$ cat config.mk
export PLATFORM = sky130hd
export DESIGN_NAME = chip_link_tx
export DESIGN_NICKNAME = d
export VERILOG_FILES = /design/src/rtl/chip_link_tx.sv
export SDC_FILE = /design/constraint.sdc
export NUM_CORES = 1
export LEC_CHECK = 0
export ABC_AREA = 1
export ABC_CLOCK_PERIOD_IN_PS = 5300
export CAP_MARGIN = 20
export CORE_MARGIN = 4
export CORE_UTILIZATION = 45
export DETAILED_ROUTE_END_ITERATION = 16
export PLACE_DENSITY_LB_ADDON = 0.3
export SYNTH_ARGS = -nofsm -noshare
export SYNTH_HDL_FRONTEND = slang
export SYNTH_SLANG_ARGS = --single-unit
export TNS_END_PERCENT = 30
$ cat constraint.sdc
create_clock -name clk -period 5.3 [get_ports clk]
set_input_delay 1.325 -clock clk [delete_from_list [all_inputs] [get_ports clk]]
set_output_delay 1.325 -clock clk [all_outputs]
set_load 0.02 [all_outputs]
$ cat src/rtl/chip_link_tx.sv
// Packet-to-flit serialiser for a chip-to-chip link: buffers whole packets and
// sends each one MSB-slice first over a 4-phase valid/ready handshake with parity and retry.
module chip_link_tx #(
  parameter int PKT_W          = 60,
  parameter int CHIPDATA_WIDTH = 16,
  parameter int FIFO_DEPTH     = 4,
  parameter int MAX_RETRY      = 3,
  parameter int PAR_ODD        = 0
) (
  input  logic                              clk,
  input  logic                              rst,
  input  logic [PKT_W-1:0]                  pkt_data,
  input  logic                              pkt_valid,
  output logic                              pkt_ready,
  output logic [CHIPDATA_WIDTH-1:0]         send_data_out,
  output logic                              send_data_valid,
  output logic                              send_data_par,
  input  logic                              send_data_ready,
  input  logic                              send_data_err,
  output logic                              busy,
  output logic                              retry_fail,
  output logic [$clog2(FIFO_DEPTH+1)-1:0]   fifo_level
);

  localparam int NF    = (PKT_W + CHIPDATA_WIDTH - 1) / CHIPDATA_WIDTH;
  localparam int FW    = NF * CHIPDATA_WIDTH;
  localparam int IDX_W = (NF > 1) ? $clog2(NF) : 1;
  localparam int PTR_W = $clog2(FIFO_DEPTH);
  localparam int LVL_W = $clog2(FIFO_DEPTH + 1);
  localparam int RC_W  = (MAX_RETRY > 0) ? $clog2(MAX_RETRY + 1) : 1;

  localparam logic [IDX_W-1:0] LAST_IDX = IDX_W'(NF - 1);
  localparam logic [RC_W-1:0]  RC_MAX   = RC_W'(MAX_RETRY);
  localparam logic [LVL_W-1:0] LVL_FULL = LVL_W'(FIFO_DEPTH);

  typedef enum logic [1:0] {IDLE, DRIVE, RELEASE, NEXT} state_t;

  logic [PKT_W-1:0] mem [FIFO_DEPTH];
  logic [PTR_W-1:0] wr_ptr, rd_ptr;
  state_t           state;
  logic [IDX_W-1:0] flit_idx;
  logic [RC_W-1:0]  retry_cnt;
  logic             err_q;
  logic             push, pop;

  // Flit 0 is the top slice of the packet zero-extended to a whole number of flits.
  function automatic logic [CHIPDATA_WIDTH-1:0] flit_of(input logic [PKT_W-1:0] pkt,
                                                        input logic [IDX_W-1:0] idx);
    logic [FW-1:0] padded;
    int            shamt;
    padded = FW'(pkt);
    shamt  = (NF - 1 - int'(idx)) * CHIPDATA_WIDTH;
    return CHIPDATA_WIDTH'(padded >> shamt);
  endfunction

  function automatic logic par_of(input logic [CHIPDATA_WIDTH-1:0] f);
    return (^f) ^ (PAR_ODD != 0);
  endfunction

  assign pkt_ready = (fifo_level < LVL_FULL);

  // The head packet stays buffered until its last flit or its retry budget is done.
  always_comb begin
    push = pkt_valid && pkt_ready;
    pop  = 1'b0;
    if (state == NEXT)
      pop = err_q ? (retry_cnt == RC_MAX) : (flit_idx == LAST_IDX);
  end

  // NOTE: packet storage has no reset; the pointers and level alone define what is valid.
  always_ff @(posedge clk) begin
    if (push) mem[wr_ptr] <= pkt_data;
  end

  // NOTE: all state below uses non-blocking assignments so every branch sees pre-edge values.
  always_ff @(posedge clk) begin
    if (rst) begin
      state           <= IDLE;
      wr_ptr          <= '0;
      rd_ptr          <= '0;
      fifo_level      <= '0;
      flit_idx        <= '0;
      retry_cnt       <= '0;
      err_q           <= 1'b0;
      send_data_out   <= '0;
      send_data_par   <= 1'b0;
      send_data_valid <= 1'b0;
      busy            <= 1'b0;
      retry_fail      <= 1'b0;
    end else begin
      retry_fail <= 1'b0;
      if (push) wr_ptr <= wr_ptr + 1'b1;
      if (pop)  rd_ptr <= rd_ptr + 1'b1;
      if (push && !pop)      fifo_level <= fifo_level + 1'b1;
      else if (pop && !push) fifo_level <= fifo_level - 1'b1;

      case (state)
        IDLE: begin
          if (fifo_level != '0) begin
            flit_idx        <= '0;
            retry_cnt       <= '0;
            send_data_out   <= flit_of(mem[rd_ptr], '0);
            send_data_par   <= par_of(flit_of(mem[rd_ptr], '0));
            send_data_valid <= 1'b1;
            busy            <= 1'b1;
            state           <= DRIVE;
          end
        end
        DRIVE: begin
          if (send_data_ready) begin
            err_q           <= send_data_err;
            send_data_valid <= 1'b0;
            state           <= RELEASE;
          end
        end
        RELEASE: begin
          if (!send_data_ready) state <= NEXT;
        end
        NEXT: begin
          if (err_q && retry_cnt < RC_MAX) begin
            retry_cnt       <= retry_cnt + 1'b1;
            send_data_valid <= 1'b1;
            state           <= DRIVE;
          end else if (pop) begin
            retry_fail <= err_q;
            retry_cnt  <= '0;
            busy       <= 1'b0;
            state      <= IDLE;
          end else begin
            retry_cnt       <= '0;
            flit_idx        <= flit_idx + 1'b1;
            send_data_out   <= flit_of(mem[rd_ptr], flit_idx + 1'b1);
            send_data_par   <= par_of(flit_of(mem[rd_ptr], flit_idx + 1'b1));
            send_data_valid <= 1'b1;
            state           <= DRIVE;
          end
        end
        default: state <= IDLE;
      endcase
    end
  end

endmodule

==> run_results.csv <==
group,metric,value,unit
die,num_rows,59,
placed_design,dp_hpwl,16520,um
drt,drt_iter0_drc,755,
synthesis,ys_warn_count,0,
placed_design,gp_congestion,0.7788,
synthesis,syn_inst,1174,
drt,wl_met1,12050,um
worst_hold_path,hold_path_end,"busy$_SDFFE_PP0P_",
drt,ant_nets,0,
critical_path,worst_path_max_delay_cell,"ha_1",
drt,routed_wl,27380,um
global_route,grt_overflow,0,
cts,cts_hold_buf,0,
drt,wl_met2,13210,um
drt,route.detailed.drc,0,
critical_path,path_class,"flip-flop to flip-flop",
synthesis,synth_cell_types,35,
placed_design,dp_cells,1554,
cts,cts.clk_slew.worst_paths,0.07,ns
drt,top_layer_used,"met4",
critical_path,cp_cell_sequence,"buf_4, ha_1, or2_1, o21ai_1, inv_1, nand2_1, nand2_1, inv_1, nor2_2, nand2_1, nand2_1, nand2_1, inv_1, nor2_1, nand2_1, nand3_1, a21oi_2",
critical_path,endpoint_kind,"flip-flop",
sta,finalSetupViolCount,0,
die,die_w,171.8,um
job,cap_violations,0,
die,chipHeight,171.8,um
critical_path,crit_path_max_incr_delay,0.92,ns
power,totalPowerFinal,5.772,mW
drt,via_count,8217,
sta,post-route-period-util,59.79,%
cells_and_area,mostFrequentLayoutCells,"nand2_1 (382), edfxtp_1 (240), nand3_1 (163), inv_1 (114), clkdlybuf4s50_1 (88)",
cts,max-clock-path-buffers,3,
cells_and_area,antenna_cells,0,
power,powerDensity,411.4,mW/mm^2
critical_path,reg2reg_slack,2.13,ns
cts,cts-resized-gates,0,
power,leakagePower,5.563,nW
cts,cts_made_buffers,28,
sta,period_minus_slack,3.169,ns
critical_path,crit_top_cell,"nand2_1",
sta,drv_slew,0,
sta,skew,0.02011,ns
critical_path,r2r-start,"flit_idx[0]$_SDFFE_PP0P_",
drt,vias_per_cell,5.120,
cts,insertion_delay,0.55,ns
global_route,grt_start_max_net_pins,119,
synthesis,syn_area,0.01208,sq mm
cts,tritoncts,"done",
synthesis,syn_nets,1253,
sta,max_freq,315.6,MHz
synthesis,synth_area_leader_cell,"edfxtp_1",
critical_path,start_kind,"flip-flop",
die,core-area,0.02621,sq mm
global_route,antenna_found_initial,0,
drt,drt_first_pass_iters,6,
global_route,grt_pass1_wl,42460,um
critical_path,cp.arrival,3.66,ns
critical_path,crit_family,"simple AND/OR/NAND/NOR gates",
synthesis,synth_area_leaders,"edfxtp_1 (60%), nand2_1 (12%), nand3_1 (6.8%)",
global_route,grt_pass1_vias,7759,
cells_and_area,instances_no_fill,1605,
synthesis,ys_seq_elements,276,
cells_and_area,layout_commonest_cell,"nand2_1",
cells_and_area,nets,1328,
cts,cts_max_level,1,
drt,post_drt_wl_per_cell,17.06,um
power,vdd_drop_max,0.0002116,V
cts,cts_setup_buffers,0,
worst_hold_path,min_delay_path_depth,2,
worst_hold_path,hp-start,"busy$_SDFFE_PP0P_",
drt,met3WireLength,1660,um
sta,worst_pin_slew,0.9421,ns
synthesis,synth_edf_count,240,
die,die_area,0.02953,sq mm
critical_path,reg2reg_to,"send_data_par$_SDFFE_PP0P_",
sta,timing.hold.ws,0.4712,ns
synthesis,ys_seq_area_share,65.63,%
global_route,globalRouteTotalUtil,18.45,%
cells_and_area,drive_gt1_share,6.063,%
critical_path,cp.required,5.79,ns
cts,cts_sinks,276,
cells_and_area,postLayoutCoreUtil,53.55,%
sta,hold_violations,0,
synthesis,syn_avg_cell_area,10.29,sq um
cells_and_area,area_delta_synth_final,16.17,%
synthesis,yosys.area.top_type_share,59.66,%
placed_design,portBuffers,88,
die,start_util,46.09,%
synthesis,synth_ff_type,"edfxtp_1",
die,io_pins,89,
critical_path,cp.buffers_inverters,4,
worst_hold_path,hold_path.class,"flip-flop to flip-flop",
status,status,"finished, final reports clean",
critical_path,worstRegToRegCells,17,
sta,relSlewSlack,37.20,%
sta,fin_setup_tns,0,ns
cts,clockRootBuffer,"clkbuf_16",
sta,rsz0062_at_grt,"no",
critical_path,path_depth,17,
critical_path,path_max_fanout,21,
synthesis,ys_async_sr_fraction,0,%
## registers in the layout, summed over array words and instances, names as in the netlist, named ones only
| signal | flops |
|---|---|
| err_q | 1 |
| mem | 240 |
| send_data_out | 16 |
| state | 2 |
| send_data_valid | 1 |
| retry_fail | 1 |
| busy | 1 |
| wr_ptr | 2 |
| fifo_level | 3 |
| rd_ptr | 2 |
| send_data_par | 1 |
| flit_idx | 2 |
| retry_cnt | 2 |
## report_power, final
part	internal (mW)	total, mW	switching [mW]
Sequential	2.57	2.65	0.0768
Combinational	0.409	1.15	0.743
Clock	1.18	1.97	0.791
## synth_stat cells (7+ instances only)
master	n
edfxtp_1	240
nor2_1	41
dfxtp_1	36
ha_1	13
nand2_1	382
xnor2_1	7
inv_2	13
a31oi_1	12
inv_1	114
o21ai_0	30
o21ai_1	17
buf_2	24
buf_6	16
a21oi_1	20
nand3_1	163
## cell families (layout without fill, tap and decap cells)
logic type | count (synthesis) | count (layout) | share of synthesized area, %
flip-flops | 276 | 276 | 65.63
adder cells (fa/ha/maj) | 14 | 14 | 1.512
XOR/XNOR | 12 | 12 | 0.8701
AO/OA/AOI/OAI | 87 | 87 | 3.905
AND/OR/NAND/NOR | 604 | 604 | 20.84
buffers and inverters | 181 | 277 | 7.241
## routing by layer
metal	vias up	global-route usage, %
met3	34	2.459
met2	229	30.86
met4	0	4.272
li1	4061	-
met1	3893	25.94
met5	-	0
## metrics by stage
| step | area [sq um] | setup slack, ns |
|---|---|---|
| floorplan | 12080 | 0.8099 |
| global placement | 13120 | 1.644 |
| detailed placement | 13120 | 1.654 |
| CTS | 14030 | 2.169 |
| global route | 14030 | 1.820 |
| finish | 14030 | 2.131 |
## how the worst max path moves through the flow
stage                              from                         end  slack [ns]
6_report       flit_idx[0]$_SDFFE_PP0P_  send_data_par$_SDFFE_PP0P_        2.13
5_1_grt        flit_idx[0]$_SDFFE_PP0P_  send_data_par$_SDFFE_PP0P_        1.82
4_1_cts        flit_idx[0]$_SDFFE_PP0P_  send_data_par$_SDFFE_PP0P_        2.17
3_5_place_dp                  pkt_valid        mem[1][52]$_DFFE_PP_        1.65
3_3_place_gp                  pkt_valid        mem[1][54]$_DFFE_PP_        1.64
2_1_floorplan                 pkt_valid         mem[0][0]$_DFFE_PP_        0.81
## final cells by class
class,count,area (sq um)
clock buffer,35,748.2
fill,2253,12170
inverter,128,488.0
timing repair buffer,98,968.4
sequential,276,7933
multi-input combinational,717,3307
tap,335,419.2
clock inverter,16,168.9
## tightest hold or removal path, cell delays in order (launching register included)
cell and delay, ns:
dfxtp_1 0.31, inv_1 0.05, a221oi_1 0.06
Note: power is estimated with default switching activity, not from simulation.
